## config.mk

```make
export PLATFORM = sky130hd
export DESIGN_NAME = spi_master_core
export DESIGN_NICKNAME = d
export VERILOG_FILES = /design/src/rtl/spi_master_core.sv
export SDC_FILE = /design/constraint.sdc
export NUM_CORES = 1
export LEC_CHECK = 0
export BUFFER_PORTS_ARGS = -buffer_cell sky130_fd_sc_hd__buf_2
export CAP_MARGIN = 0
export CORE_AREA = 2 2 60 62
export DETAILED_ROUTE_END_ITERATION = 7
export DIE_AREA = 0 0 62 64
export PLACE_DENSITY = 0.76
export SYNTH_ARGS = -nofsm -noshare
export SYNTH_HDL_FRONTEND = slang
export SYNTH_SLANG_ARGS = --single-unit
```

## constraint.sdc

```tcl
create_clock -name clk_i -period 1.3 [get_ports clk_i]
set_input_delay 0.26 -clock clk_i [delete_from_list [all_inputs] [get_ports clk_i]]
set_output_delay 0.26 -clock clk_i [all_outputs]
set_load 0.03 [all_outputs]
```

## src/rtl/spi_master_core.sv

```systemverilog
// SPI master shift engine: drives sclk/mosi/cs_n from divider ticks, returns the received word.
// Latency: done fires 2*DATA_W+2 ticks after start is accepted (plus up to one tick of phase alignment).
// No backpressure: start is taken only while idle; starts seen while busy or finishing are dropped.
module spi_master_core #(
   parameter int unsigned DATA_W = 8,
   parameter bit          CPOL   = 1'b0,
   parameter bit          CPHA   = 1'b0
) (
   input  logic              clk_i,
   input  logic              rst_ni,
   input  logic              tick_i,
   input  logic              start_i,
   input  logic [DATA_W-1:0] tx_data_i,
   output logic              busy_o,
   output logic              done_o,
   output logic [DATA_W-1:0] rx_data_o,
   output logic              sclk_o,
   output logic              mosi_o,
   input  logic              miso_i,
   output logic              cs_n_o
);

   // Edge counter spans 0 .. 2*DATA_W-1 (one count per sclk edge).
   localparam int unsigned      CNT_W     = $clog2(2 * DATA_W);
   localparam logic [CNT_W-1:0] LAST_EDGE = CNT_W'(2 * DATA_W - 1);

   typedef enum logic [2:0] {
      ST_IDLE   = 3'd0,
      ST_SETUP  = 3'd1,
      ST_XFER   = 3'd2,
      ST_HOLD   = 3'd3,
      ST_FINISH = 3'd4
   } state_e;

   state_e state_q, state_d;

   logic [CNT_W-1:0]  edge_cnt_q, edge_cnt_d;
   logic [DATA_W-1:0] tx_shift_q, tx_shift_d;
   logic [DATA_W-1:0] rx_shift_q, rx_shift_d;
   logic [DATA_W-1:0] rx_data_q,  rx_data_d;
   logic              sclk_q,     sclk_d;
   logic              mosi_q,     mosi_d;
   logic              cs_n_q,     cs_n_d;
   logic              busy_q,     busy_d;
   logic              done_q,     done_d;

   // Edge classification inside XFER: even counts are leading edges.
   logic xfer_tick;
   logic lead_edge;
   logic last_edge;
   logic shift_evt;
   logic sample_evt;

   // Decode which data action the current tick performs for the selected SPI mode.
   always_comb begin
      xfer_tick  = (state_q == ST_XFER) && tick_i;
      lead_edge  = ~edge_cnt_q[0];
      last_edge  = (edge_cnt_q == LAST_EDGE);
      // CPHA=0 shifts on trailing edges (the MSB was already placed at accept, so the
      // final trailing edge has nothing left to drive); CPHA=1 shifts on every leading edge.
      shift_evt  = xfer_tick && (CPHA ? lead_edge : (~lead_edge && ~last_edge));
      sample_evt = xfer_tick && (CPHA ? ~lead_edge : lead_edge);
   end

   // State register.
   always_ff @(posedge clk_i or negedge rst_ni) begin
      if (!rst_ni) begin
         state_q <= ST_IDLE;
      end else begin
         state_q <= state_d;
      end
   end

   // Next-state logic: ticks drive progress everywhere except IDLE and FINISH.
   always_comb begin
      state_d = state_q;
      case (state_q)
         ST_IDLE:   if (start_i) state_d = ST_SETUP;
         ST_SETUP:  if (tick_i) state_d = ST_XFER;
         ST_XFER:   if (tick_i && last_edge) state_d = ST_HOLD;
         ST_HOLD:   if (tick_i) state_d = ST_FINISH;
         ST_FINISH: state_d = ST_IDLE;
         default:   state_d = ST_IDLE;
      endcase
   end

   // Output and datapath next-values per state; every SPI pin is registered so it cannot glitch.
   always_comb begin
      edge_cnt_d = edge_cnt_q;
      tx_shift_d = tx_shift_q;
      rx_shift_d = rx_shift_q;
      rx_data_d  = rx_data_q;
      sclk_d     = sclk_q;
      mosi_d     = mosi_q;
      cs_n_d     = cs_n_q;
      busy_d     = busy_q;
      done_d     = 1'b0;

      case (state_q)
         ST_IDLE: begin
            // A tick coinciding with start is deliberately not used here.
            if (start_i) begin
               cs_n_d = 1'b0;
               busy_d = 1'b1;
               if (CPHA) begin
                  tx_shift_d = tx_data_i;
               end else begin
                  // CPHA=0 needs the MSB on the wire before the first (sampling) edge.
                  mosi_d     = tx_data_i[DATA_W-1];
                  tx_shift_d = {tx_data_i[DATA_W-2:0], 1'b0};
               end
            end
         end
         ST_SETUP: begin
            if (tick_i) begin
               edge_cnt_d = '0;
            end
         end
         ST_XFER: begin
            if (tick_i) begin
               sclk_d     = ~sclk_q;
               edge_cnt_d = last_edge ? '0 : edge_cnt_q + CNT_W'(1);
            end
            if (shift_evt) begin
               mosi_d     = tx_shift_q[DATA_W-1];
               tx_shift_d = {tx_shift_q[DATA_W-2:0], 1'b0};
            end
            if (sample_evt) begin
               rx_shift_d = {rx_shift_q[DATA_W-2:0], miso_i};
            end
         end
         ST_HOLD: begin
            // cs_n releases on the same edge that publishes the word and raises done.
            if (tick_i) begin
               cs_n_d    = 1'b1;
               done_d    = 1'b1;
               rx_data_d = rx_shift_q;
            end
         end
         ST_FINISH: begin
            busy_d = 1'b0;
         end
         default: begin
            busy_d = 1'b0;
            cs_n_d = 1'b1;
            sclk_d = CPOL;
         end
      endcase
   end

   // Datapath and pin registers; reset also aborts any transfer in flight.
   always_ff @(posedge clk_i or negedge rst_ni) begin
      if (!rst_ni) begin
         edge_cnt_q <= '0;
         tx_shift_q <= '0;
         rx_shift_q <= '0;
         rx_data_q  <= '0;
         sclk_q     <= CPOL;
         mosi_q     <= 1'b0;
         cs_n_q     <= 1'b1;
         busy_q     <= 1'b0;
         done_q     <= 1'b0;
      end else begin
         edge_cnt_q <= edge_cnt_d;
         tx_shift_q <= tx_shift_d;
         rx_shift_q <= rx_shift_d;
         rx_data_q  <= rx_data_d;
         sclk_q     <= sclk_d;
         mosi_q     <= mosi_d;
         cs_n_q     <= cs_n_d;
         busy_q     <= busy_d;
         done_q     <= done_d;
      end
   end

   assign busy_o    = busy_q;
   assign done_o    = done_q;
   assign rx_data_o = rx_data_q;
   assign sclk_o    = sclk_q;
   assign mosi_o    = mosi_q;
   assign cs_n_o    = cs_n_q;

endmodule
```

==> results.sh <==
export IMPL_outcome="finished with violations"
export IMPL_failed_checks="setup timing"
export IMPL_vias=1173
export IMPL_drt_iter0_drc=25
export IMPL_diodes=0
export IMPL_antenna_found_initial=0
export IMPL_drive_gt1_share_pct=49.2
export IMPL_vias_per_cell=5.21
export IMPL_grt_pass1_vias=1219
export IMPL_wirelength_mm=3.38
export IMPL_crit_required_ps=1540
export IMPL_io_pins=26
export IMPL_r2r_cells=5
export IMPL_dpl_worst_slack_ps=-194
export IMPL_area_growth_pct=39.2
export IMPL_hold_depth=2
export IMPL_ys_ff_latch=35
export IMPL_synth_distinct_cells=34
export IMPL_track_usage_pct=19.3
export IMPL_rr_endpoint="tx_shift_q[2]"
export IMPL_syn_inst=126
export IMPL_powerDensity_nw_per_um2=2380
export IMPL_max_freq_ghz=0.685
export IMPL_layout_min_cycle_time_ps=1460
export IMPL_grt_pass1_wl_mm=5.55
export IMPL_grt_max_degree=36
export IMPL_synth_seq_area_share_pct=55.8
export IMPL_cts_path_max_buffers=2
export IMPL_fin_ws_ps=-160
export IMPL_path_clk_slew_ps=110
export IMPL_wl_per_cell_um=15.0
export IMPL_portBuffers=25
export IMPL_start_kind="flip-flop"
export IMPL_worstSetupEndpointType="flip-flop"
export IMPL_grt_overflow_total=0
export IMPL_worstPathArrival_ps=1700
export IMPL_synth_nets=140
export IMPL_core_region_area_um2=3280
export IMPL_min_period_over_period_pct=112
export IMPL_dp_cells=211
export IMPL_start_util_pct=47.8
export IMPL_timing_hold_violations_final=0
export IMPL_cts_tree="built"
export IMPL_clock_latency_ps=350
export IMPL_skew_ps=7.18
export IMPL_cts_root_buf="clkbuf_4"
export IMPL_crit_path_max_fanout=8
export IMPL_critical_path_class="flip-flop to flip-flop"
export IMPL_r2r_slack_ps=-160
export IMPL_maxCapViolCount=0
export IMPL_peakVddDrop_mv=1.46
export IMPL_stdcell_count=225
export IMPL_placement_rows=21
export IMPL_setup_viol=25
export IMPL_final_util_pct=66.6
export IMPL_numCtsBuffers=5
export IMPL_final_antenna_net_count=0
export IMPL_hp_class="input port to flip-flop"
export IMPL_fill_cells=228
export IMPL_syn_mean_instance_area_um2=12.5
export IMPL_holdPathEnd="rx_shift_q[0]"
export IMPL_p_total_w=0.00520
export IMPL_die_w_um=62
export IMPL_slew_viol_final=0
export IMPL_cts_htree_levels=2
export IMPL_p_leak_nw=1.03
export IMPL_nets=192
export IMPL_hold_path_startpoint="miso_i"
export IMPL_r2r_start="state_q[2]"
export IMPL_cts_sinks=35
export IMPL_drt_first_pass_iters=4
export IMPL_drc=0
export IMPL_ys_warn_count=0
export IMPL_place_gp_congestion=0.740
export IMPL_worst_slew_pin_slew_ps=272
export IMPL_slew_headroom_pct=81.8
export IMPL_syn_cell_area_um2=1570
export IMPL_dieArea_um2=3970
export IMPL_dp_hpwl_mm=2.08
export IMPL_rsz0062_at_grt="true"
export IMPL_die_h_um=64
cell families after synthesis:
family | Yosys count | share of synthesized area (%)
flops | 35 | 55.8
xor+xnor | 2 | 1.11
mux | 24 | 16.6
buf+inv | 7 | 2.95
compound gates | 26 | 10.7
simple gates | 31 | 12.0
fa+ha+maj | 1 | 0.796
through the flow:
| step | TNS (ps) | hold WS [ps] | cell area (um^2) |
|---|---|---|---|
| floorplan | -1950 | -35.6 | 1590 |
| global placement | -2490 | 233 | 1920 |
| detailed placement | -3540 | 235 | 1920 |
| CTS | -2510 | 134 | 2120 |
| global route | -4070 | 130 | 2190 |
| finish | -3050 | 136 | 2190 |
cells in the mapped netlist:
master     number  area share, %
nand2_2         1           0.40
nand3b_1        2           0.96
o32a_1          1           0.64
nor3b_1         1           0.48
nor3_4          2            2.1
buf_2           1           0.32
inv_2           1           0.24
o21ai_0         9            2.9
buf_6           2            1.4
buf_4           1           0.48
nor2_2          1           0.40
mux2_2         16             11
xor2_1          1           0.56
o31a_1          1           0.56
nand4_1         1           0.40
and4bb_4        1            1.0
nor2_1          3           0.72
inv_1           2           0.48
mux2i_1         8            5.1
nand2_1        13            3.1
o21ai_1         8            2.5
nand3_1         1           0.32
a32oi_4         1            1.8
a22o_1          1           0.56
ha_1            1           0.80
nor3_1          2           0.64
nand4bb_1       1           0.72
a21o_1          1           0.48
xnor2_1         1           0.56
o22ai_1         1           0.40
nand2b_1        2           0.80
dfrtp_1        34             54
a21oi_1         3           0.96
dfstp_2         1            1.7
layout make-up:
type	count	area, um^2	area share, %
sequential	35	880	40.2
multi-input combinational	84	762	34.8
timing repair buffer	49	408	18.6
clock buffer	8	68.8	3.15
tap	46	57.6	2.63
inverter	3	11.3	0.515
worst max path at each step:
| stage | startpoint | end | slack [ps] |
|---|---|---|---|
| global placement | state_q[0] | rx_shift_q[7] | -140 |
| global route | state_q[2] | tx_shift_q[7] | -190 |
| finish | state_q[2] | tx_shift_q[2] | -160 |
| CTS | state_q[0] | tx_shift_q[3] | -140 |
| detailed placement | state_q[0] | rx_shift_q[7] | -190 |
| floorplan | state_q[1] | mosi_o | -90 |
repair_timing:
action,CTS,global route
buffers inserted,4,1
resized for setup,26,12
endpoints found under the setup margin,27,30
pin swaps,3,9
gates cloned,0,1
hold endpoints to repair,34,0
hold buffers,1,0
critical path, stage by stage, from the launching register on:
cell	delay (ps)
dfrtp_1	440
buf_6	130
and4bb_4	200
a32oi_4	310
clkbuf_16	210
o21ai_1	70
sequential cells by signal, summed over array words and instances (netlist names):
| register | flops |
|---|---|
| done_o | 1 |
| rx_shift_q | 8 |
| edge_cnt_q | 4 |
| rx_data_o | 8 |
| cs_n_o | 1 |
| sclk_o | 1 |
| mosi_o | 1 |
| tx_shift_q | 7 |
| busy_o | 1 |
| state_q | 3 |
power by group:
part | internal, W | switching [W] | total, W
logic | 0.00139 | 0.00124 | 0.00262
clock network | 0.000318 | 0.000368 | 0.000686
registers | 0.00154 | 0.000357 | 0.00189
metal layers:
layer | vias to the layer above | track usage, % | wire length, um
li1 | 558 | - | -
met1 | 586 | 25.8 | 1550
met2 | 21 | 28.8 | 1640
met3 | 8 | 5.47 | 113
met4 | 0 | 8.78 | 73
met5 | - | 0 | 0
placed cells by master (no fill, tap or decap), types with 2 or more instances in the layout:
master	instances
a21oi_1	3
buf_12	4
buf_2	24
buf_4	12
buf_6	6
clkbuf_4	5
clkbuf_8	2
dfrtp_1	32
dfrtp_2	2
inv_1	2
mux2_4	16
mux2i_1	8
nand2_1	13
nand2b_1	2
nand3b_1	2
nor2_1	2
nor3_1	2
nor3_4	2
o21ai_0	4
o21ai_1	11
o21ai_2	2
(Power assumes the default switching activity.)
